$ cat src/rtl/mem_port_arbiter.sv
// Arbiter sharing one single-port synchronous memory between instruction fetch (IF)
// and data memory (DM): DM has priority, and a starvation counter forces periodic IF wins.
module mem_port_arbiter #(
    parameter int AW           = 32,
    parameter int DW           = 32,
    parameter int STARVE_LIMIT = 4
) (
    input  logic              clk,
    input  logic              reset,
    input  logic              if_req,
    input  logic [AW-1:0]     if_addr,
    input  logic              if_flush,
    output logic              if_gnt,
    output logic              if_rvalid,
    output logic [DW-1:0]     if_rdata,
    input  logic              dm_req,
    input  logic              dm_we,
    input  logic [AW-1:0]     dm_addr,
    input  logic [DW-1:0]     dm_wdata,
    input  logic [DW/8-1:0]   dm_be,
    output logic              dm_gnt,
    output logic              dm_rvalid,
    output logic [DW-1:0]     dm_rdata,
    output logic              stall_f,
    output logic              stall_m,
    output logic              mem_en,
    output logic              mem_we,
    output logic [AW-1:0]     mem_addr,
    output logic [DW-1:0]     mem_wdata,
    output logic [DW/8-1:0]   mem_be,
    input  logic [DW-1:0]     mem_rdata,
    output logic [1:0]        dbg_resp_own,
    output logic [3:0]        dbg_starve_cnt
);

    localparam int BW = DW / 8;
    localparam logic [3:0] LIMIT = 4'(STARVE_LIMIT);

    // Debug encoding: 0 = no response due, 1 = IF response due, 2 = DM response due.
    typedef enum logic [1:0] {
        OWN_NONE = 2'd0,
        OWN_IF   = 2'd1,
        OWN_DM   = 2'd2
    } own_t;

    own_t       resp_own, resp_own_nxt;
    logic [3:0] starve_cnt, starve_cnt_nxt;
    logic       force_if;
    logic       if_ok;

    always_ff @(posedge clk or negedge reset) begin
        if (!reset) begin
            resp_own   <= OWN_NONE;
            starve_cnt <= '0;
        end else begin
            resp_own   <= resp_own_nxt;
            starve_cnt <= starve_cnt_nxt;
        end
    end

    // Handshake: a requester holds *_req (and its address/data) until it sees *_gnt
    // in the same cycle; the transfer happens at that clock edge, and a read returns
    // *_rvalid with *_rdata exactly one cycle later with no backpressure.
    always_comb begin
        if_gnt         = 1'b0;
        dm_gnt         = 1'b0;
        mem_en         = 1'b0;
        mem_we         = 1'b0;
        mem_addr       = '0;
        mem_wdata      = '0;
        mem_be         = '0;
        resp_own_nxt   = OWN_NONE;
        starve_cnt_nxt = starve_cnt;
        force_if       = (starve_cnt == LIMIT);
        if_ok          = if_req && !if_flush;

        if (reset) begin
            if (force_if && if_ok) begin
                if_gnt = 1'b1;
            end else if (dm_req) begin
                dm_gnt = 1'b1;
            end else if (if_ok) begin
                if_gnt = 1'b1;
            end
        end

        if (if_gnt) begin
            mem_en       = 1'b1;
            mem_addr     = if_addr;
            mem_be       = {BW{1'b1}};
            resp_own_nxt = OWN_IF;
        end else if (dm_gnt) begin
            mem_en       = 1'b1;
            mem_we       = dm_we;
            mem_addr     = dm_addr;
            mem_wdata    = dm_wdata;
            mem_be       = dm_be;
            resp_own_nxt = dm_we ? OWN_NONE : OWN_DM;
        end

        // A flushed fetch that also loses to DM keeps its accumulated count.
        if (!if_req || if_gnt) begin
            starve_cnt_nxt = '0;
        end else if (if_ok && dm_gnt) begin
            starve_cnt_nxt = (starve_cnt < LIMIT) ? starve_cnt + 4'd1 : starve_cnt;
        end else if (if_flush && !dm_gnt) begin
            starve_cnt_nxt = '0;
        end
    end

    always_comb begin
        stall_f   = reset && if_req && !if_gnt;
        stall_m   = reset && dm_req && !dm_gnt;
        if_rvalid = reset && (resp_own == OWN_IF) && !if_flush;
        dm_rvalid = reset && (resp_own == OWN_DM);
        if_rdata  = if_rvalid ? mem_rdata : '0;
        dm_rdata  = dm_rvalid ? mem_rdata : '0;
    end

    assign dbg_resp_own   = resp_own;
    assign dbg_starve_cnt = starve_cnt;

endmodule

$ cat config.mk
export PLATFORM = sky130hd
export DESIGN_NAME = mem_port_arbiter
export DESIGN_NICKNAME = d
export VERILOG_FILES = /design/src/rtl/mem_port_arbiter.sv
export SDC_FILE = /design/constraint.sdc
export NUM_CORES = 1
export LEC_CHECK = 0
export BUFFER_PORTS_ARGS = -buffer_cell sky130_fd_sc_hd__clkbuf_2
export CAP_MARGIN = 30
export CORE_AREA = 2 2 112 114
export DETAILED_ROUTE_END_ITERATION = 12
export DIE_AREA = 0 0 114 116
export SYNTH_ARGS = -nofsm -noshare
export SYNTH_HDL_FRONTEND = slang
export SYNTH_SLANG_ARGS = --single-unit
export TNS_END_PERCENT = 5
$ cat constraint.sdc
create_clock -name clk -period 2 [get_ports clk]
set_input_delay 0 -clock clk [delete_from_list [all_inputs] [get_ports clk]]
set_output_delay 0 -clock clk [all_outputs]
set_load 0.01 [all_outputs]
== Word-level counts from Yosys, hierarchy flattened ==
Index checks and enable logic that the tools add are counted.
Word-level totals
  input bits: 138
  logic and storage cells: 52
  bits in registers: 6
  output and inout port bits: 146
Cells by class
  multiplexer cells: 26
  add/subtract/negate cells: 1
  reductions and logical operators: 18
  $lt $le $gt $ge: 1
  eq/ne operators: 4
Operators by type and width (number)
  $mux 32: 6
  $mux 4: 6
  $logic_and 1x1->1: 11
  $mux 1: 11
  $mux 2: 3
  $add 4x1->4 const B: 1
  $eq 4x3->1 const B: 1
  $logic_not 1->1: 4
  $lt 4x3->1 const B: 1
  $ne 3x2->1 const B: 1
  $reduce_bool 3->1: 1
  $eq 2x1->1 const B: 1
  $eq 2x2->1 const B: 1
  $reduce_and 2->1: 1
  $logic_or 1x1->1: 1

== Longest topological paths before layout ==
  depth after elaboration: 10
  mapped depth: 7
  depth with buffers taken out: 5

== Worst setup path before layout ==
No wires, ideal clock.
  kind: register -> register
  from: register starve_cnt[0], in the netlist dbg_starve_cnt[0]
  to: register resp_own[0], in the netlist dbg_resp_own[0]
  slack: 0.283 ns
  required time: 1.841 ns
  cell stages (with the launch flop): 7
  data arrival time: 1.558 ns
  setup time: 0.159 ns
  period minus slack after synthesis: 1.717 ns
  path buffers: 1
  path through: dfrtp_1 > inv_1 > ha_1 > and3b_1 > buf_4 > o21ai_0 > nor2_1
On the way
  elaborated cells on any way between the ends: 8
  classes of those cells: 1 x eq/ne; 6 x mux; 1 x reduce/logical
RTL lines
  start, declared: RTL line 47  | logic [3:0] starve_cnt, starve_cnt_nxt;
  start signal, assigned: RTL line 57  | starve_cnt <= starve_cnt_nxt;
  $eq 4x3->1: RTL line 74  | force_if = (starve_cnt == LIMIT);
  $logic_and 1x1->1: RTL line 78  | if (force_if && if_ok) begin
  $mux 1: RTL line 78
  $mux 1: RTL line 77  | if (reset) begin
  net if_gnt: RTL line 13  | output logic if_gnt,
  $mux 2: RTL line 87  | if (if_gnt) begin
  end signal, assigned: RTL line 56  | resp_own <= resp_own_nxt;
  end, declared: RTL line 46  | own_t resp_own, resp_own_nxt;
The timed path passes the listed nets, and every way through them passes these cells.
A chain may end at the register's enable or synchronous reset.

== Worst setup path after layout ==
  from: register starve_cnt[1], in the netlist dbg_starve_cnt[1]
  to: output mem_addr[2]
On the way
  word-level cells in the longest chain between the ends: 6
  elaborated cells on any way between the ends: 8
  classes of those cells: 1 x eq/ne; 6 x mux; 1 x reduce/logical
Ends and longest elaborated chain
  $eq 4x3->1 (*): RTL line 74
  $logic_and 1x1->1 (*): RTL line 78
  $mux 1: RTL line 78
  $mux 1: RTL line 77
  $mux 32: RTL line 92  | end else if (dm_gnt) begin
  $mux 32 (*): RTL line 87
  end, declared: RTL line 28  | output logic [AW-1:0] mem_addr,
Every way passes the cells marked *; elsewhere a longest branch is shown, timed or not.

==> out/results.ini <==
[cts]
numCtsBuffers = 3
insertion_delay_ns = 0.23
clockBufferDepth = 2
path_clk_slew_ns = 0.04
cts_tree = built
root_buffer = clkbuf_16
clock_sinks = 6
cts_htree_levels = 1

[cells_and_area]
fin_cells = 728
drive_gt1_share_pct = 53.4
nets = 723
mostFrequentLayoutCells = clkbuf_2 (282), and2_1 (97), nand2_1 (38), a21oi_1 (38)
diodes = 0
mostFrequentLayoutCell = clkbuf_2
n_fill_cell = 1305
syn_to_final_growth_pct = 84.4

[routing]
first_pass_iters = 4
wl_per_cell_um = 13.4
drtAntennaViolNets = 0
wl_mm = 9.77
drc = 0
vias = 3158
drt_iter0_markers = 100
via_per_inst = 4.34

[die]
core_area_um2 = 11900
dieHeight_um = 116
start_util_pct = 17.4
dieArea_um2 = 13200
boundaryPins = 284
die_w_um = 114
rows = 40

[worst_setup_path]
crit_buf_inv = 3
cp_top_family = buffers and inverters
critPathLaunchType = flip-flop
worstPathArrival_ns = 1.89
slowest_stage = dfrtp_1
crit_type = flip-flop to output pin
worst-path-max-fanout = 32
crit_chain = inv_1 > ha_2 > and3b_4 > clkbuf_16 > o211a_1 > o21a_1 > clkbuf_2
crit_path_end_kind = output pin
slowest_delay_ns = 0.40
cp_data_required_time_ns = 2.00

[synthesis]
synthArstFlopShare_pct = 100
synth_top_area_share_pct = 29.3
seq_area_frac_synth_pct = 7.25
synth_largest_area_cell = and2_1
yosysWarnings = 0
syn_area_per_cell_um2 = 6.59
synthTopCellsByArea = and2_1 (29%), o211a_1 (15%), o21a_1 (12%)
synth.distinct_cells = 34
syn-cell-area_um2 = 2070
synth-seq-cells = 6
synth_cells = 314
syn-num-nets = 454
synth_top_flop_cell = dfrtp_1
synth-edff-count = 0

[timing]
setup_viol_count_final = 0
tightest_slew_ns = 0.373
slew_headroom_pct = 75.1
holdWs_ns = 0.128
fin_crit_sh_pct = 94.5
setup_tns_ns = 0
rsz0062_at_grt = no
period_minus_slack_ns = 1.89
hold_viol_final = 0
drv_slew = 0
max_freq_mhz = 529
clock_skew_ns = 0.00403

[global_route]
grt.total_usage_pct = 12.2
grt_pass1_wl_mm = 13.0
gr-total-overflow = 0
grt_max_degree = 66
grt_pass1_vias = 2459
antenna_found_initial = 0

[placed_design]
dp.cells = 718
place_hpwl_mm = 7.74
place_congestion = 0.754
portBuffers = 283

[power]
finalPower_mw = 1.03
p_leak_nw = 2.49
power_density_nw_per_um2 = 270
peakVddDrop_mv = 0.303

[job]
cap_violations = 0

[status]
status = finished clean

[min_path]
hold_class = input pin to asynchronous set/reset pin

==> worst paths after layout <==
check,start,end,slack [ns],depth (start not counted)
setup / recovery,dbg_starve_cnt[1]$_DFFE_PN0P_,mem_addr[2],0.11,7
max in group asynchronous,reset,dbg_starve_cnt[2]$_DFFE_PN0P_,1.41,3
hold reg to reg,dbg_starve_cnt[0]$_DFFE_PN0P_,dbg_starve_cnt[0]$_DFFE_PN0P_,0.63,2
setup reg to reg,dbg_starve_cnt[1]$_DFFE_PN0P_,dbg_resp_own[1]$_DFF_PN0_,0.45,6
min in group clk,dm_req,dbg_starve_cnt[3]$_DFFE_PN0P_,0.29,3
hold / removal,reset,dbg_resp_own[0]$_DFF_PN0_,0.13,2
==> cell usage after synthesis, types with 2 or more instances <==
cell type,n
buf_6,2
nand3_1,2
buf_4,2
nand2_1,38
a21oi_1,38
and2_1,97
buf_2,13
o211ai_1,2
nor2_1,7
inv_1,2
nor2b_1,2
o21a_1,32
dfrtp_1,6
o211a_1,32
ha_1,2
clkbuf_1,19
==> power by group <==
| group | switching, mW | total, mW | internal, mW |
|---|---|---|---|
| clock | 0.0662 | 0.323 | 0.257 |
| combinational | 0.282 | 0.561 | 0.279 |
| sequential | 0.0117 | 0.146 | 0.134 |
==> state kept, by name, indices dropped and copies added (netlist names) <==
| register | count |
|---|---|
| dbg_starve_cnt | 4 |
| dbg_resp_own | 2 |
==> final cells by class <==
cell class / instances / area (um2) / area share [%]
multi-input combinational: 267 / 1740 / 45.6
sequential: 6 / 150 / 3.93
clock buffer: 3 / 75.1 / 1.97
tap: 147 / 184 / 4.82
timing repair buffer: 301 / 1650 / 43.3
inverter: 4 / 15.0 / 0.393
==> cell families (layout without fill, tap and decap cells) <==
| group | count (synthesis) | in the layout | share of synthesized area (%) |
|---|---|---|---|
| AO/OA/AOI/OAI | 111 | 111 | 40.2 |
| buffers and inverters | 41 | 308 | 9.36 |
| flip-flops | 6 | 6 | 7.25 |
| adder cells (fa/ha/maj) | 2 | 2 | 1.21 |
| AND/OR/NAND/NOR | 154 | 154 | 42.0 |
==> stage by stage <==
| stage | instance area (um2) | util [%] | worst slack (ns) |
|---|---|---|---|
| floorplan | 2070 | - | 0.283 |
| global placement | 3600 | 30.2 | 0.265 |
| detailed placement | 3600 | 30.2 | 0.239 |
| CTS | 3690 | 31.0 | 0.0252 |
| global route | 3820 | 32.1 | 0.00807 |
| finish | 3820 | 32.1 | 0.110 |
==> metal layers <==
layer | up-vias | GRT usage (%) | share of wire, %
li1 | 1611 | - | -
met1 | 1415 | 13.9 | 40
met2 | 130 | 24.8 | 54
met3 | 2 | 2.04 | 5.5
met4 | 0 | 0.732 | 0.21
met5 | - | 0 | 0
==> timing repair <==
action,4_1_cts,5_1_grt
hold buffers,2,0
resized for setup,1,7
hold endpoints to repair,7,0
gates cloned,0,4
buffers inserted,0,1
endpoints found under the setup margin,1,66
(Power assumes the default switching activity.)
